### src/rtl/instr_prefetch_queue.sv
// Instruction prefetch queue between byte-wide memory and the decoder.
// Fetches big-endian 16-bit instructions and buffers up to DEPTH of them.
module instr_prefetch_queue #(
    parameter logic [15:0] RESET_PC = 16'h0000,
    parameter int unsigned DEPTH    = 4
) (
    input  logic        clk,
    input  logic        rst,
    input  logic        halt_program,
    input  logic        pc_load,
    input  logic [15:0] pc_load_value,
    output logic        mem_req,
    output logic [15:0] mem_addr,
    input  logic        mem_ready,
    input  logic [7:0]  mem_rdata,
    output logic        ir_valid,
    output logic [15:0] ir,
    output logic [15:0] ir_pc,
    input  logic        ir_ready
);

    localparam int unsigned PW = (DEPTH > 1) ? $clog2(DEPTH) : 1;
    localparam int unsigned CW = $clog2(DEPTH + 1);
    localparam logic [CW-1:0] FULL = CW'(DEPTH);

    typedef enum logic [1:0] {
        IDLE,
        FETCH_HI,
        FETCH_LO
    } state_e;

    state_e        state_q;
    logic [15:0]   fetch_pc_q;
    logic [7:0]    hi_q;
    logic [15:0]   ir_mem_q [DEPTH];
    logic [15:0]   pc_mem_q [DEPTH];
    logic [PW-1:0] rd_ptr_q;
    logic [PW-1:0] wr_ptr_q;
    logic [CW-1:0] count_q;
    logic [CW-1:0] count_d;
    logic          push;
    logic          pop;
    logic [15:0]   pc_plus1;
    logic [15:0]   pc_plus2;

    assign ir_valid = (count_q != '0);
    assign ir       = ir_mem_q[rd_ptr_q];
    assign ir_pc    = pc_mem_q[rd_ptr_q];

    always_comb begin
        push     = (state_q == FETCH_LO) && mem_ready;
        pop      = ir_valid && ir_ready;
        count_d  = count_q + CW'(push) - CW'(pop);
        pc_plus1 = fetch_pc_q + 16'd1;
        pc_plus2 = fetch_pc_q + 16'd2;
    end

    always_ff @(posedge clk) begin
        if (rst) begin
            state_q    <= IDLE;
            fetch_pc_q <= RESET_PC;
            hi_q       <= '0;
            rd_ptr_q   <= '0;
            wr_ptr_q   <= '0;
            count_q    <= '0;
            mem_req    <= 1'b0;
            mem_addr   <= '0;
            for (int i = 0; i < int'(DEPTH); i++) begin
                ir_mem_q[i] <= '0;
                pc_mem_q[i] <= '0;
            end
        end else if (pc_load) begin
            // Redirect flushes the queue and drops any in-flight byte
            rd_ptr_q   <= '0;
            wr_ptr_q   <= '0;
            count_q    <= '0;
            fetch_pc_q <= pc_load_value;
            mem_addr   <= pc_load_value;
            if (!halt_program) begin
                state_q <= FETCH_HI;
                mem_req <= 1'b1;
            end else begin
                state_q <= IDLE;
                mem_req <= 1'b0;
            end
        end else begin
            if (push) begin
                ir_mem_q[wr_ptr_q] <= {hi_q, mem_rdata};
                pc_mem_q[wr_ptr_q] <= fetch_pc_q;
                wr_ptr_q           <= wr_ptr_q + PW'(1);
            end
            if (pop) begin
                rd_ptr_q <= rd_ptr_q + PW'(1);
            end
            count_q <= count_d;

            unique case (state_q)
                IDLE: begin
                    if (!halt_program && (count_q < FULL)) begin
                        state_q  <= FETCH_HI;
                        mem_req  <= 1'b1;
                        mem_addr <= fetch_pc_q;
                    end
                end
                FETCH_HI: begin
                    if (mem_ready) begin
                        hi_q     <= mem_rdata;
                        state_q  <= FETCH_LO;
                        mem_addr <= pc_plus1;
                    end
                end
                FETCH_LO: begin
                    if (mem_ready) begin
                        fetch_pc_q <= pc_plus2;
                        // Room check uses the post-edge occupancy
                        if (!halt_program && (count_d < FULL)) begin
                            state_q  <= FETCH_HI;
                            mem_addr <= pc_plus2;
                        end else begin
                            state_q <= IDLE;
                            mem_req <= 1'b0;
                        end
                    end
                end
                default: begin
                    state_q <= IDLE;
                    mem_req <= 1'b0;
                end
            endcase
        end
    end

endmodule

### config.mk
export PLATFORM = sky130hd
export DESIGN_NAME = instr_prefetch_queue
export DESIGN_NICKNAME = d
export VERILOG_FILES = /design/src/rtl/instr_prefetch_queue.sv
export SDC_FILE = /design/constraint.sdc
export NUM_CORES = 1
export LEC_CHECK = 0
export BUFFER_PORTS_ARGS = -buffer_cell sky130_fd_sc_hd__buf_2
export CORE_MARGIN = 5
export CORE_UTILIZATION = 30
export DETAILED_ROUTE_END_ITERATION = 8
export GPL_TIMING_DRIVEN = 0
export HOLD_SLACK_MARGIN = 0.12
export PLACE_DENSITY = 0.52
export SLEW_MARGIN = 20
export SYNTH_ARGS = -nofsm -noshare
export SYNTH_HDL_FRONTEND = slang
export SYNTH_SLANG_ARGS = --single-unit
### constraint.sdc
create_clock -name clk -period 4.12 [get_ports clk]
set_input_delay 0.618 -clock clk [delete_from_list [all_inputs] [get_ports clk]]
set_output_delay 0.618 -clock clk [all_outputs]
set_load 0.1 [all_outputs]
==> results.sh <==
export IMPL_status="finished clean"
export IMPL_nNetsFinal=861
export IMPL_leakage_nw=3.735
export IMPL_drtPass1Iterations=7
export IMPL_cts_setup_buffers=0
export IMPL_period_share=0.8208
export IMPL_worstMarginPinSlew_ns=0.9472
export IMPL_total_power_mw=4.386
export IMPL_fmax_ghz=0.2957
export IMPL_overflow=0
export IMPL_synth_top_area_cell="edfxtp_1"
export IMPL_worstSetupPathType="reg -> reg"
export IMPL_cp_end_kind="flip-flop"
export IMPL_hold_path_depth=2
export IMPL_cp_arrival_ns=3.67
export IMPL_post_cts_resized=0
export IMPL_place_congestion=0.8816
export IMPL_cap_viol_max_count=0
export IMPL_start_util=0.3031
export IMPL_yosysWarnings=0
export IMPL_tns_ns=0
export IMPL_synth_area_um2=8701
export IMPL_clkTransAtPathRegs_ns=0.08
export IMPL_drv_slew=0
export IMPL_final_util=0.3584
export IMPL_ys_flop_type="edfxtp_1"
export IMPL_rsz0062_at_grt="false"
export IMPL_fin_crit_ns=3.382
export IMPL_yosys_top_cells_area="edfxtp_1, dfxtp_1, and2_1"
export IMPL_antenna_found_initial=0
export IMPL_irDropWorstVdd_mv=0.2594
export IMPL_cts_buffers=17
export IMPL_hold_violations=0
export IMPL_post_dp_cell_area_um2=9676
export IMPL_final_cell_area_um2=10290
export IMPL_yosysSeqAreaShare=0.5614
export IMPL_async_flop_share=0
export IMPL_htreeDepth=4
export IMPL_finalNonFillerCells=1218
export IMPL_cts_sinks=180
export IMPL_clock_latency_ns=0.44
export IMPL_required_ns=4.41
export IMPL_timing_final_ws_setup_ns=0.7381
export IMPL_fin_hold_ws_ns=0.4281
export IMPL_grt_pass1_wl_um=37830
export IMPL_die_width_um=180.3
export IMPL_whs_endpoint="mem_addr[13]"
export IMPL_drive_gt1_frac=0.2158
export IMPL_grt_pass1_vias=6170
export IMPL_routed_wl_um=24350
export IMPL_synth_seq_cells=180
export IMPL_finalSetupViolCount=0
export IMPL_synth_fp_nets=760
export IMPL_die_h_um=180.3
export IMPL_cts_tree="yes"
export IMPL_hold_class="in -> reg"
export IMPL_r2r_start="state_q[0]"
export IMPL_dp_hpwl_um=17030
export IMPL_dp_cells=1186
export IMPL_synth_top_cell_area_share=0.4418
export IMPL_port_buffers=79
export IMPL_syn2layout_area_growth_pct=18.23
export IMPL_dp_slack_ns=0.5800
export IMPL_ios=80
export IMPL_ff2ff_path_depth=15
export IMPL_core_um2=28700
export IMPL_final_antenna_net_count=0
export IMPL_clockRootBuffer="clkbuf_16"
export IMPL_row_count=62
export IMPL_grt_usage=0.1504
export IMPL_antenna_cells=0
export IMPL_r2r_slack_ns=0.74
export IMPL_wl_per_cell_um=19.99
export IMPL_drc=0
export IMPL_worst_setup_path_start_kind="flip-flop"
export IMPL_syn_inst=720
export IMPL_hold_buffers=0
export IMPL_slew_headroom=0.3685
export IMPL_die_area_um2=32510
export IMPL_ys_types=65
export IMPL_clk_path_buf_depth=2
export IMPL_fin_worst_skew_ns=0.01213
export IMPL_via_count=6026
export IMPL_cp_max_fo=10
export IMPL_reg2reg_to="mem_addr[3]"
export IMPL_power_density_nw_per_um2=426.3
export IMPL_avgSynthCellArea_um2=12.08
export IMPL_vias_per_cell=4.947
export IMPL_grt_max_degree=33
export IMPL_drt_iter0_drc=579
export IMPL_synth_edf_count=128
export IMPL_min_delay_start="pc_load_value[13]"
-- cell usage after synthesis, types with 9 or more instances --
cell,n
inv_1,14
nor4_1,9
nand4_1,11
buf_2,12
dfxtp_1,52
nor3_1,14
a211oi_1,12
clkbuf_1,37
a21oi_1,23
mux4_2,32
ha_1,9
nor2_1,49
nand3_1,21
edfxtp_1,128
nand2_1,38
and2_1,121
xnor2_1,13
-- where the power goes --
group / leakage, nW / total [mW] / switching, mW / internal, mW
Clock: 0.295 / 1.69 / 0.815 / 0.875
Combinational: 1.69 / 0.649 / 0.500 / 0.149
Sequential: 1.75 / 2.05 / 0.0390 / 2.01
-- layer usage --
metal | part of all wire | global-route usage
met5 | 0 | 0
met4 | 0.012 | 0.03055
met3 | 0.069 | 0.04360
met2 | 0.47 | 0.2450
met1 | 0.45 | 0.2016
-- placed cells by master (no fill, tap or decap), types with 8 or more instances in the layout --
cell type / synthesis / routed
a211oi_1: 12 / 12
a21oi_1: 23 / 23
and2_1: 121 / 121
buf_2: 12 / 91
clkbuf_1: 37 / 37
clkbuf_16: 0 / 17
dfxtp_1: 52 / 52
edfxtp_1: 128 / 128
ha_1: 9 / 9
inv_1: 14 / 14
mux4_2: 32 / 32
nand2_1: 38 / 38
nand3_1: 21 / 21
nand4_1: 11 / 11
nor2_1: 49 / 49
nor3_1: 14 / 14
nor4_1: 9 / 9
o21ai_0: 8 / 8
xnor2_1: 13 / 13
-- worst max path at each step --
| stage | endpoint | start |
|---|---|---|
| floorplan | mem_addr[13] | count_q[0] |
| global placement | ir_mem_q[1][9] | pc_load |
| CTS | pc_mem_q[0][15] | state_q[0] |
| detailed placement | ir_mem_q[0][1] | pc_load |
| finish | mem_addr[3] | state_q[0] |
| global route | pc_mem_q[0][6] | state_q[0] |
-- worst max-delay path, cell delays in order (launching register included) --
cell      delay (ns)
dfxtp_1         0.41
inv_1           0.09
ha_1            0.21
buf_6           0.14
and2_1          0.16
inv_1           0.25
ha_1            0.17
inv_1           0.04
ha_1            0.18
fa_1            0.40
xnor3_1         0.22
o21ai_1         0.15
nand3_1         0.18
buf_2           0.27
a211oi_1        0.29
nor3_1          0.09
-- sequential cells by signal (all words and copies together), names as in the netlist, named ones only --
name        flops
state_q         2
mem_addr       16
mem_req         1
pc_mem_q       64
count_q         3
wr_ptr_q        2
rd_ptr_q        2
ir_mem_q       64
fetch_pc_q     16
hi_q            8
-- kinds of logic after synthesis --
group	Yosys count	share of synthesized area
buf+inv	77	0.03969
simple gates	288	0.1812
xor+xnor	22	0.02545
compound gates	102	0.08355
flops	180	0.5614
fa+ha+maj	10	0.01524
mux	41	0.09347
-- final cells by class --
cell class                      count  area [um2]
Multi-Input combinational cell    463        3495
Clock buffer                       17       425.4
Tap cell                          384       480.5
Inverter                           15       56.30
Timing Repair Buffer               82       470.5
Sequential cell                   180        4885
Buffer                             62       289.0
Fill cell                        2893       18420
Clock inverter                     15       186.4
(Power assumes the default switching activity.)
